--- src/rtl/alu_req_arbiter.sv ---
// Round-robin arbiter that shares one ALU datapath between NUM_REQ command sources.
// Optional error statistics counter enabled by defining ALU_ARB_ERR_STATS_EN.
module alu_req_arbiter #(
   parameter int unsigned NUM_REQ = 2,
   localparam int unsigned ID_W = $clog2(NUM_REQ)
`ifdef ALU_ARB_ERR_STATS_EN
   ,
   parameter int unsigned STAT_W = 16
`endif
) (
   input  logic                 i_clk,
   input  logic                 i_rst,
   input  logic [NUM_REQ-1:0]   i_req_valid,
   input  logic [6*NUM_REQ-1:0] i_req_cmd,
   output logic [NUM_REQ-1:0]   o_req_ready,
   input  logic                 i_p_error,
   output logic                 o_datain_reg_en,
   output logic                 o_aluin_reg_en,
   output logic                 o_aluout_reg_en,
   output logic [1:0]           o_in_select_a,
   output logic [1:0]           o_in_select_b,
   output logic [3:0]           o_opcode,
   output logic                 o_nvalid_data,
   output logic                 o_rsp_valid,
   output logic [ID_W-1:0]      o_rsp_id,
   output logic                 o_rsp_err
`ifdef ALU_ARB_ERR_STATS_EN
   ,
   input  logic                 i_err_count_clr,
   output logic [STAT_W-1:0]    o_err_count
`endif
);

   typedef enum logic [1:0] {StIdle, StLoad, StExec, StWb} state_e;

   state_e          r_state;
   state_e          w_state_next;
   logic [5:0]      r_cmd;
   logic [5:0]      w_cmd_sel;
   logic [ID_W-1:0] r_id;
   logic [ID_W-1:0] r_last;
   logic [ID_W-1:0] w_winner;
   logic            r_err;
   logic            w_any;
   logic            w_accept;

   // Search starts one past the last grant and wraps around.
   always_comb begin
      w_winner = r_last;
      w_any    = 1'b0;
      for (int unsigned k = 1; k <= NUM_REQ; k++) begin
         for (int unsigned i = 0; i < NUM_REQ; i++) begin
            if (!w_any && (i == (32'(r_last) + k) % NUM_REQ) && i_req_valid[i]) begin
               w_winner = ID_W'(i);
               w_any    = 1'b1;
            end
         end
      end
   end

   assign w_accept = !i_rst && w_any && ((r_state == StIdle) || (r_state == StWb));

   always_comb begin
      o_req_ready = '0;
      w_cmd_sel   = '0;
      for (int unsigned i = 0; i < NUM_REQ; i++) begin
         if (w_winner == ID_W'(i)) begin
            o_req_ready[i] = w_accept;
            w_cmd_sel      = i_req_cmd[6*i +: 6];
         end
      end
   end

   always_comb begin
      w_state_next    = r_state;
      o_datain_reg_en = 1'b0;
      o_aluin_reg_en  = 1'b0;
      o_aluout_reg_en = 1'b0;
      o_rsp_valid     = 1'b0;
      unique case (r_state)
         StIdle: begin
            if (w_accept) w_state_next = StLoad;
         end
         StLoad: begin
            o_datain_reg_en = 1'b1;
            w_state_next    = StExec;
         end
         StExec: begin
            o_aluin_reg_en = 1'b1;
            w_state_next   = StWb;
         end
         StWb: begin
            o_aluout_reg_en = 1'b1;
            o_rsp_valid     = 1'b1;
            w_state_next    = w_accept ? StLoad : StIdle;
         end
         default: w_state_next = StIdle;
      endcase
   end

   assign o_in_select_a = r_cmd[5:4];
   assign o_in_select_b = r_cmd[3:2];
   assign o_opcode      = {2'b00, r_cmd[1:0]};
   assign o_rsp_id      = r_id;
   assign o_rsp_err     = (r_state == StWb) && r_err;
   assign o_nvalid_data = (r_state == StLoad) && i_p_error &&
                          ((o_in_select_a == 2'd3) || (o_in_select_b == 2'd3));

   always_ff @(posedge i_clk) begin
      if (i_rst) begin
         r_state <= StIdle;
         r_cmd   <= '0;
         r_id    <= '0;
         r_last  <= ID_W'(NUM_REQ - 1);
         r_err   <= 1'b0;
      end else begin
         r_state <= w_state_next;
         if (w_accept) begin
            r_cmd  <= w_cmd_sel;
            r_id   <= w_winner;
            r_last <= w_winner;
            r_err  <= 1'b0;
         end else if (r_state == StLoad) begin
            r_err <= o_nvalid_data;
         end
      end
   end

`ifdef ALU_ARB_ERR_STATS_EN
   logic [STAT_W-1:0] r_err_count;

   // Clear beats a simultaneous increment; the count saturates at all-ones.
   always_ff @(posedge i_clk) begin
      if (i_rst || i_err_count_clr) begin
         r_err_count <= '0;
      end else if (o_rsp_err && (r_err_count != '1)) begin
         r_err_count <= r_err_count + 1'b1;
      end
   end

   assign o_err_count = r_err_count;
`endif

endmodule

--- config.mk ---
export PLATFORM = sky130hd
export DESIGN_NAME = alu_req_arbiter
export DESIGN_NICKNAME = d
export VERILOG_FILES = /design/src/rtl/alu_req_arbiter.sv
export SDC_FILE = /design/constraint.sdc
export NUM_CORES = 1
export LEC_CHECK = 0
export BUFFER_PORTS_ARGS = -buffer_cell sky130_fd_sc_hd__buf_2
export CAP_MARGIN = 20
export CORE_MARGIN = 8
export CORE_UTILIZATION = 35
export CTS_BUF_LIST = sky130_fd_sc_hd__clkbuf_16
export DETAILED_ROUTE_END_ITERATION = 7
export SYNTH_ARGS = -nofsm -noshare
export SYNTH_HDL_FRONTEND = slang
export SYNTH_SLANG_ARGS = --single-unit
export TNS_END_PERCENT = 30
--- constraint.sdc ---
create_clock -name i_clk -period 2.1 [get_ports i_clk]
set_clock_uncertainty 0.1 [all_clocks]
set_input_delay 0.42 -clock i_clk [delete_from_list [all_inputs] [get_ports i_clk]]
set_output_delay 0.42 -clock i_clk [all_outputs]
set_load 0.02 [all_outputs]
# Word level (Yosys, flattened, before mapping)
# Index checks and enable logic that the tools add are counted.
# Widths: inputs -> output; s select.
# totals
regBits,11
in_bits,17
output_inout_bits,17
# classes
add_sub_neg,2
n_eq_ne,6
n_mux,17
reduce_logical,22
# ops
op,count
$logic_not 32->1,2
$mux 1,14
$logic_and 1x1->1,12
$eq 2x2->1 const B,4
$pmux 2 s4,1
$mux 6,1
$logic_not 1->1,4
$add 1x1->1 const B,2
$eq 2x1->1 const B,1
$logic_not 2->1,1
$logic_or 1x1->1,2
$mux 2,1
$ne 2x2->1 const B,1
$reduce_or 2->1,1

# Logic depth before layout (Yosys ltp)
# depth
word_depth,20
ltp_mapped,6
ltp_nobuf,5

# Worst setup path after synthesis
# OpenSTA, ideal clock, no wires.
# synth_timing
kind,register to output
start,register r_state[0]
end,output port o_req_ready[1]
arrival_time_ns,1.441
required_ns,1.580
path_slack_ns,0.139
stages_incl_launch_ff,5
n_path_buf,0
path_cell_list,dfxtp_1 -> inv_1 -> ha_1 -> or3_4 -> nor2_2
# synth_between
elab_chain_cells,4
# synth_rtl
item,line,source
start: declaration,36,state_e r_state;
start signal: assignment,111,r_state <= StIdle;
start signal: assignment,117,r_state <= w_state_next;
$eq 2x2->1 or $logic_not 2->1 (tied branches),61,assign w_accept = !i_rst && w_any && ((r_state == StIdle) || (r_state == StWb));
$logic_or 1x1->1 (*),61,
$logic_and 1x1->1 (*),61,
$mux 1 (*),67,if (w_winner == ID_W'(i)) begin
end: declaration,15,"output logic [NUM_REQ-1:0] o_req_ready,"
# Every way passes the cells marked *; elsewhere a longest branch is shown, timed or not.

# Worst setup path in the final report
# Ends and elaborated chain as after synthesis.

==> Implementation_results.wiki <==
{| class="wikitable"
! Metric !! Value
|-
| Family of cells with the greatest summed delay on the critical path || simple AND/OR/NAND/NOR gates
|-
| Part of the Yosys area used for sequential elements || 0.3437
|-
| Clk root buf || sky130_fd_sc_hd__clkbuf_16
|-
| Yosys cell types || 26
|-
| Setup violations, final || 0
|-
| Register area || between 200 and 250 sq um
|-
| End of the worst register-to-register path || r_state[0]
|-
| Latest clock arrival within the worst-skew pair || ~240 ps
|-
| Post-route design area || ~930 sq um
|-
| HP Start || i_req_cmd[7]
|-
| Worst-case setup slack after placement || ~130 ps
|-
| Highest cell delay on the worst timing path || about 420 ps
|-
| Cells traversed along the worst timing path || inv_2 -> ha_4 -> or3_4 -> nor2_4 -> buf_6
|-
| Leakage Power || around 0.46 nW
|-
| Fin crit share || 0.9679
|-
| Area used by multi-input combinational logic || roughly 390 sq um
|-
| CTS H-tree depth || 1
|-
| Number of buffers added by the clock tree synthesis step || 3
|-
| CORE AREA || 0.001727 sq mm
|-
| Average wire per standard cell || ~12 um
|-
| Number of fill cells in the layout || roughly 160
|-
| First-pass GRT wire length || ~2500 um
|-
| Number of register bits inferred by synthesis || 11
|-
| Final Power || a little under 0.9 mW
|-
| Total number of clock tree sinks || 11
|-
| Antenna violations before repair || 0
|-
| Crit. End Element || output pin
|-
| Warning count from the yosys run || 0
|-
| Class of the tightest hold or removal check || input port to flip-flop
|-
| Total Routing Usage GR || 0.09240
|-
| Routed vias || about 580
|-
| Buf/Inv on CP || 2
|-
| Achievable frequency || between 400 and 500 MHz
|-
| Maximum number of pins on one net before global-route repair || 13
|-
| Reg2reg start || r_state[0]
|-
| Register clock-pin slew on the reported worst setup and hold paths || roughly 40 ps
|-
| Synth Instances || between 60 and 70
|-
| Number of buffers inserted by port buffering || 31
|-
| Register-to-register setup slack || roughly 550 ps
|-
| Max stage delay cell, worst path || sky130_fd_sc_hd__or3_4
|-
| Post-CTS setup-driven buffer insertion count || 0
|-
| Final weighted congestion in routability-driven placement || about 0.76
|-
| Post-layout min period || 2033 ps
|-
| RSZ-0062 raised after global routing || false
|-
| Worst-case clock buffer depth || 2
|-
| Power density relative to cell area || about 940 mW/mm^2
|-
| Total inserted antenna cells || 0
|-
| Core occupancy in the finished layout || 0.5391
|-
| Worst setup SP type || flip-flop
|-
| Startpoint-to-endpoint class of the critical path || flip-flop to output pin
|-
| Post-Synthesis Mean Instance Area || a little under 10 sq um
|-
| Detailed-route wire length || roughly 1600 um
|-
| Worst vdd ir || 0.0004881 V
|-
| HPWL after detailed placement || 1269 um
|-
| Max Fanout on Critical Path || 4
|-
| Run status || finished clean
|-
| Count of final hold-check violations || 0
|-
| Remaining number of nets flagged by the antenna check after routing || 0
|-
| Initial core utilization || 0.3710
|-
| Horiz. Die Dim || between 50 and 60 um
|-
| Cell depth of the worst flop-to-flop path || 6
|-
| Site Rows || 15
|-
| Data required time of the critical path || ~1600 ps
|-
| Vias per std cell || roughly 4.6
|-
| Total DRC errors in the routed layout || 0
|-
| Synth-to-Final Area Change || 45.31%
|-
| DP Area || 827.0 sq um
|-
| Hold-fix buffer count after cts || 0
|-
| Worst Setup SP || r_state[0]
|-
| Via count of the first global-routing pass || a little under 600
|-
| Pre-Repair DR Iteration Count || 4
|-
| Share of post-route cells with drive strength above 1 || 0.5196
|-
| Boundary Pins || 34
|-
| Die extent in y || slightly below 60 um
|-
| Crit path setup slack, layout || 67.42 ps
|-
| Net count, final || ~120
|-
| Count of maximum capacitance violations || 0
|-
| Worst Path Arrival || 1510 ps
|-
| Worst hold stages || 3
|-
| Final Max Tran Viols || 0
|-
| Summed negative setup slack over all endpoints || 0 ps
|-
| Global route overflow || 0
|-
| Mapped cell area || 640.6 sq um
|-
| 1st-iter DRT viols || 10
|-
| Hold endpoint || r_cmd[1]
|-
| Die Outline Area || roughly 0.0035 sq mm
|-
| Clock tree from TritonCTS || yes
|}
==> synthesized netlist by cell type (all sizes together) <==
library cell | count | area [sq um]
and2 | 2 | 12.51
o21ai | 3 | 26.27
or3 | 1 | 11.26
dfxtp | 11 | 220.2
buf | 5 | 41.29
nand2 | 3 | 11.26
conb | 1 | 3.750
o21a | 1 | 7.510
inv | 4 | 15.01
a311oi | 1 | 8.760
a22oi | 1 | 7.510
nor3 | 1 | 16.27
a21o | 1 | 7.510
a211oi | 6 | 70.07
nor2b | 1 | 6.260
nand3b | 1 | 7.510
mux2i | 6 | 60.06
nor2 | 10 | 42.54
a21oi | 2 | 10.01
nand3 | 1 | 5.000
ha | 4 | 50.05
==> metal layers <==
metal | routed length (um) | global-route usage | share of wire
met5 | 0 | 0 | 0
met3 | 139 | 0.03696 | 0.088
met2 | 759 | 0.1573 | 0.48
met1 | 648 | 0.09383 | 0.41
met4 | 31 | 0.05119 | 0.020
==> worst max-delay path by stage <==
| stage | end | slack [ps] | depth (start not counted) |
|---|---|---|---|
| after CTS | o_req_ready[1] | 2 | 5 |
| final | o_req_ready[1] | 70 | 5 |
| after global routing | o_req_ready[1] | 20 | 5 |
| after global placement | o_req_ready[1] | 160 | 5 |
| after floorplan | o_req_ready[1] | 140 | 4 |
| after detailed placement | o_req_ready[1] | 130 | 5 |
==> cell families (layout without fill, tap and decap cells) <==
family          Yosys count  in the layout  share of synthesized area
fa+ha+maj                 4              4                    0.07813
compound gates           15             15                     0.2149
mux                       6              6                    0.09375
flops                    11             11                     0.3437
simple gates             20             20                     0.1758
buf+inv                   9             44                    0.08788
other cells               1              2                   0.005854
==> registers in the layout, summed over array words and instances (netlist names) <==
register  flops
r_cmd         6
r_state       2
o_rsp_id      1
r_err         1
r_last        1
==> through the flow <==
step / std cells / hold slack (ps)
after CTS: 127 / 349.4
after global routing: 127 / 380.5
after detailed placement: 123 / 342.7
after floorplan: 67 / 374.5
after global placement: 123 / 339.3
final: 127 / 348.8
==> cell usage in the layout, fill, tap and decap left out, types with 2 or more instances in the layout <==
cell and n:
sky130_fd_sc_hd__a211oi_2 5, sky130_fd_sc_hd__a21oi_1 2, sky130_fd_sc_hd__and2_1 2, sky130_fd_sc_hd__buf_2 30, sky130_fd_sc_hd__buf_4 5, sky130_fd_sc_hd__clkbuf_16 3
sky130_fd_sc_hd__conb_1 2, sky130_fd_sc_hd__dfxtp_1 10, sky130_fd_sc_hd__ha_1 3, sky130_fd_sc_hd__inv_1 3, sky130_fd_sc_hd__inv_2 2, sky130_fd_sc_hd__mux2i_1 6
sky130_fd_sc_hd__nand2_1 3, sky130_fd_sc_hd__nor2_1 8
==> worst reg2reg max path, cell delays in order (launching register included) <==
cell and delay, ps:
sky130_fd_sc_hd__dfxtp_2 330, sky130_fd_sc_hd__inv_2 50, sky130_fd_sc_hd__ha_4 250, sky130_fd_sc_hd__nor3_4 180
sky130_fd_sc_hd__buf_4 220, sky130_fd_sc_hd__a211oi_1 100, sky130_fd_sc_hd__a311oi_1 230
==> where the power goes <==
part           total (mW)  internal (mW)  switching (mW)
combinational       0.273          0.119           0.154
sequential          0.259          0.240          0.0191
clock               0.340          0.250          0.0907
total               0.872          0.609           0.264
==> final cells by class <==
type,count,share of cell area
clock buffers,3,0.08065
clock inverters,1,0.004032
inverters,4,0.01613
multi-input cells,47,0.4140
flip-flops and latches,11,0.2379
well taps,25,0.03360
repair buffers,36,0.2137
==> timing repair <==
action	CTS	global route
resized for setup	4	3
endpoints found under the hold margin	0	0
setup endpoints to repair	1	1
pin swaps	1	2
No activity file was read; power rests on OpenSTA's default activity.
